[src/rtl/bram_wb_arbiter.sv]
// Two-master (host loader / SIMD core) write arbiter onto a single registered BRAM write port.
// Optional macro BRAM_ARB_COUNT_EN adds a saturating WR_COUNT output of issued BRAM writes.
module bram_wb_arbiter #(
    parameter int AW    = 13,
    parameter int DW    = 13,
    parameter int DEPTH = 5120
) (
    input  logic          CLK,
    input  logic          RSTN,
    input  logic          START_SIGNAL,
    input  logic          STOP_SIGNAL,
    input  logic          H_VALID,
    output logic          H_READY,
    input  logic [AW-1:0] H_ADDR,
    input  logic [DW-1:0] H_DATA,
    input  logic          C_VALID,
    output logic          C_READY,
    input  logic [AW-1:0] C_ADDR,
    input  logic [DW-1:0] C_DATA,
    output logic          WBEN,
    output logic [AW-1:0] WBADDR,
    output logic [DW-1:0] WBVALUE,
    output logic          BUSY,
    output logic          DONE,
    output logic          ERR,
    output logic [1:0]    DBG_STATE
`ifdef BRAM_ARB_COUNT_EN
    ,
    output logic [15:0]   WR_COUNT
`endif
);

    // Handshake: a beat moves on a rising edge where VALID && READY; the source
    // holds address/data stable until then, and READY never waits on a transfer.
    typedef enum logic [1:0] {
        ST_IDLE  = 2'd0,
        ST_RUN   = 2'd1,
        ST_DRAIN = 2'd2
    } state_t;

    localparam logic [AW:0] DEPTH_L = DEPTH[AW:0];

    state_t        state;
    logic          start_q;
    logic          last_core;
    logic          h_fire;
    logic          c_fire;
    logic          fire;
    logic          start_rise;
    logic          in_range;
    logic [AW-1:0] sel_addr;
    logic [DW-1:0] sel_data;

    // last_core=0 means host was granted last, so the core wins the next tie.
    always_comb begin
        H_READY = 1'b0;
        C_READY = 1'b0;
        case (state)
            ST_IDLE:  H_READY = 1'b1;
            ST_RUN: begin
                H_READY = H_VALID && (!C_VALID || last_core);
                C_READY = C_VALID && (!H_VALID || !last_core);
            end
            ST_DRAIN: C_READY = 1'b1;
            default: begin
                H_READY = 1'b0;
                C_READY = 1'b0;
            end
        endcase
    end

    assign h_fire     = H_VALID && H_READY;
    assign c_fire     = C_VALID && C_READY;
    assign fire       = h_fire || c_fire;
    assign start_rise = START_SIGNAL && !start_q;
    assign sel_addr   = c_fire ? C_ADDR : H_ADDR;
    assign sel_data   = c_fire ? C_DATA : H_DATA;
    assign in_range   = {1'b0, sel_addr} < DEPTH_L;
    assign DBG_STATE  = state;

    always_ff @(posedge CLK) begin
        if (RSTN) begin
            state     <= ST_IDLE;
            start_q   <= 1'b0;
            last_core <= 1'b0;
            WBEN      <= 1'b0;
            WBADDR    <= '0;
            WBVALUE   <= '0;
            BUSY      <= 1'b0;
            DONE      <= 1'b0;
            ERR       <= 1'b0;
        end else begin
            start_q <= START_SIGNAL;
            DONE    <= 1'b0;
            if (fire) begin
                last_core <= c_fire;
            end
            if (fire && in_range) begin
                WBEN    <= 1'b1;
                WBADDR  <= sel_addr;
                WBVALUE <= sel_data;
            end else begin
                WBEN <= 1'b0;
            end
            case (state)
                ST_IDLE: begin
                    if (start_rise) begin
                        state <= ST_RUN;
                        BUSY  <= 1'b1;
                        ERR   <= 1'b0;
                    end
                end
                ST_RUN: begin
                    if (STOP_SIGNAL) begin
                        state <= ST_DRAIN;
                    end
                end
                ST_DRAIN: begin
                    if (!C_VALID) begin
                        state <= ST_IDLE;
                        BUSY  <= 1'b0;
                        DONE  <= 1'b1;
                    end
                end
                default: state <= ST_IDLE;
            endcase
            // A bad address accepted on the same edge as a run start still flags.
            if (fire && !in_range) begin
                ERR <= 1'b1;
            end
        end
    end

`ifdef BRAM_ARB_COUNT_EN
    always_ff @(posedge CLK) begin
        if (RSTN) begin
            WR_COUNT <= '0;
        end else if (state == ST_IDLE && start_rise) begin
            WR_COUNT <= '0;
        end else if (WBEN && WR_COUNT != 16'hFFFF) begin
            WR_COUNT <= WR_COUNT + 16'd1;
        end
    end
`endif

endmodule

[config.mk]
export PLATFORM = sky130hd
export DESIGN_NAME = bram_wb_arbiter
export DESIGN_NICKNAME = d
export VERILOG_FILES = /design/src/rtl/bram_wb_arbiter.sv
export SDC_FILE = /design/constraint.sdc
export NUM_CORES = 1
export LEC_CHECK = 0
export BUFFER_PORTS_ARGS = -buffer_cell sky130_fd_sc_hd__buf_4
export CORE_MARGIN = 2
export CORE_UTILIZATION = 51
export CTS_CLUSTER_SIZE = 8
export DETAILED_ROUTE_END_ITERATION = 8
export PLACE_DENSITY = 0.89
export SETUP_SLACK_MARGIN = 0.2
export SLEW_MARGIN = 40
export SYNTH_ARGS = -nofsm -noshare
export SYNTH_HDL_FRONTEND = slang
export SYNTH_SLANG_ARGS = --single-unit
export TNS_END_PERCENT = 10
[constraint.sdc]
create_clock -name CLK -period 2.9 [get_ports CLK]
set_input_delay 0.58 -clock CLK [delete_from_list [all_inputs] [get_ports CLK]]
set_output_delay 0.58 -clock CLK [all_outputs]
set_load 0.01 [all_outputs]
==> results.cfg <==
[sta]
fmax_ghz = 0.4294
tightest_slew_ps = 617.1
slew_headroom_pct = 58.76
finalHoldViolCount = 0
slew_viol_final = 0
rsz0062_at_grt = false
min_period_ps = 2329
period_share_pct = 80.30
finalSetupViolCount = 0
setup-tns-final_ps = 0
skew_ps = 2.032

[clocking]
hold_buffers = 0
cts_tree = built
root_buffer = clkbuf_8
cts_sinks = 34
cts-buffers-inserted = 5
htreeDepth = 2
insertion_delay_ps = 280
cts_setup_buffers = 0
path_clk_slew_ps = 70
post_cts_resize_count = 0
ctsLongestPathBuffers = 2

[floorplanning]
num_io_pins = 92
die_x_um = 67.18
core_area_um2 = 3744
rows = 22
die-area_um2 = 4513
initial_core_util_pct = 54.38
die_y_um = 67.18

[run_status]
status = complete, no violations

[route]
wl_per_cell_um = 14.26
final_antenna_net_count = 0
drc_errors = 0
viasPerCell = 5.438
drtIter0Drc = 59
finalWirelength_um = 4793
drt_first_pass_iters = 4
vias = 1827

[setup_path]
worstPathMaxFanout = 28
end_kind = flop
startpoint_type = flop
critical_path_required_ps = 3050
max_stage_delay_ps = 400
path_cells = inv_1, ha_1, o211ai_1, nor2_4, o21ai_2, buf_4, a211oi_2
cp.arrival_ps = 2480
critPathKind = flop to flop
path_delay_family = compound AO/OA/AOI/OAI gates
crit_slowest_cell = o211ai_1
cp_num_buf_inv = 2

[synthesis]
syn_nets = 265
avgSynthCellArea_um2 = 10.03
synth_edf_count = 0
yosysTopAreaCell = dfxtp_1
yosys-top-cells-area = dfxtp_1, mux2i_1, a211oi_2, o211a_1, inv_1
synth_top_area_share_pct = 33.44
seq_area_frac_synth_pct = 33.44
synth.most_common_cell = dfxtp_1
yosysWarnings = 0
synth_commonest_cells = dfxtp_1, inv_1, mux2i_1, o211a_1, a211oi_2
syn-instance-count = 203
ys.flop_type = dfxtp_1
ys_types = 35
synth-seq-cells = 34
async_flop_share_pct = 0
synth_area_um2 = 2036

[power]
p_sw_share_pct = 36.34
comb_power_share_pct = 52.0
power_switching_uw = 793.4
clock_power_share_pct = 16.2
seq_power_share_pct = 31.8
p_per_area_nw_per_um2 = 788.1
intPower_mw = 1.390
peakVddDrop_v = 0.0005098
total_power_mw = 2.183
leakagePower_nw = 1.419

[final_layout]
fillers = 309
diodes = 0
layout.nets = 349
area_growth_pct = 36.08
drive_gt1_share_pct = 43.75

[placement]
gp_congestion = 0.8445
dp_hpwl_um = 3472
io_buffers = 91

[run]
maxCapViolations = 0

[global_routing]
gr-total-overflow = 0
track_usage_pct = 21.88
grt_max_degree = 35
grt_pass1_vias = 1758
grt_pass1_wl_um = 7555
antenna_found_initial = 0

[hold_path]
hold_class = flop to flop
==> worst min-delay path: stages (launching register included) <==
cell and delay [ps]:
dfxtp_1 330, nand2_1 60, a21oi_1 50
==> flip-flops by register name, indices dropped and copies added (netlist names) <==
name       count
WBVALUE       13
last_core      1
ERR            1
BUSY           1
DONE           1
DBG_STATE      2
start_q        1
WBEN           1
WBADDR        13
==> per-stage QoR <==
| step | area (um2) | worst slack (ps) | cells | hold WS, ps | utilization [%] |
|---|---|---|---|---|---|
| finish | 2770 | 571.2 | 336 | 491.5 | 74.00 |
| global route | 2770 | 360.0 | 336 | 524.8 | 74.00 |
| CTS | 2770 | 569.1 | 336 | 485.8 | 74.00 |
| detailed placement | 2679 | 593.6 | 328 | 473.7 | 71.56 |
| global placement | 2674 | 344.0 | 328 | 465.8 | 71.42 |
| floorplan | 2036 | 920.6 | 203 | 470.0 | - |
==> cell type report <==
| type | instances | area [um2] | area share (%) |
|---|---|---|---|
| flip-flops and latches | 34 | 680.7 | 24.57 |
| clock inverters | 1 | 5.005 | 0.1807 |
| clock buffers | 7 | 86.33 | 3.117 |
| inverters | 28 | 105.1 | 3.794 |
| well taps | 48 | 60.06 | 2.168 |
| multi-input cells | 123 | 1120 | 40.42 |
| repair buffers | 95 | 713.2 | 25.75 |
==> per-layer routing <==
metal | routed length [um] | part of all wire (%) | global-route usage (%)
met1 | 1886 | 39 | 24.61
met2 | 2547 | 53 | 40.84
met3 | 285 | 5.9 | 3.000
met4 | 74 | 1.5 | 9.439
met5 | 0 | 0 | 0
==> worst paths after layout <==
| path | from | end | slack, ps | depth (start not counted) |
|---|---|---|---|---|
| worst max register to register | DBG_STATE[0]$_SDFFE_PP0P_ | WBVALUE[10]$_SDFFE_PP0P_ | 570 | 7 |
| worst max-delay path | DBG_STATE[0]$_SDFFE_PP0P_ | WBVALUE[10]$_SDFFE_PP0P_ | 570 | 7 |
| worst min-delay path | BUSY$_SDFFE_PP0P_ | BUSY$_SDFFE_PP0P_ | 490 | 2 |
| worst min register to register | BUSY$_SDFFE_PP0P_ | BUSY$_SDFFE_PP0P_ | 490 | 2 |
==> power groups by stage <==
stage | logic [mW] | clock network (mW) | registers [mW]
floorplan | 0.717 | 0 | 0.756
global placement | 1.11 | 0 | 0.694
detailed placement | 1.14 | 0 | 0.703
CTS | 1.14 | 0.362 | 0.695
global route | 1.24 | 0.380 | 0.713
finish | 1.14 | 0.353 | 0.695
==> cell families (layout without fill, tap and decap cells) <==
group | after synthesis | in the layout | synth area share, %
flops | 34 | 34 | 33.44
fa+ha+maj | 4 | 4 | 2.459
simple gates | 26 | 26 | 7.007
buf+inv | 46 | 131 | 11.80
compound gates | 66 | 66 | 32.02
mux | 27 | 27 | 13.28
==> placed cells by master (no fill, tap or decap), types with 2 or more instances in the layout <==
cell type  netlist  final
o211a_1         25     25
buf_4            0     95
nor2_1           6      6
nor2b_1          4      4
nand2_1          5      5
inv_1           28     28
nor4_1           2      2
a211oi_1         5      5
ha_1             4      4
o211ai_1         2      2
a211oi_2        20     20
a21oi_1          4      4
nand2b_1         2      2
clkbuf_8         0      6
o21a_1           2      2
dfxtp_1         34     34
mux2i_1         27     27
No activity file was read; power rests on OpenSTA's default activity.
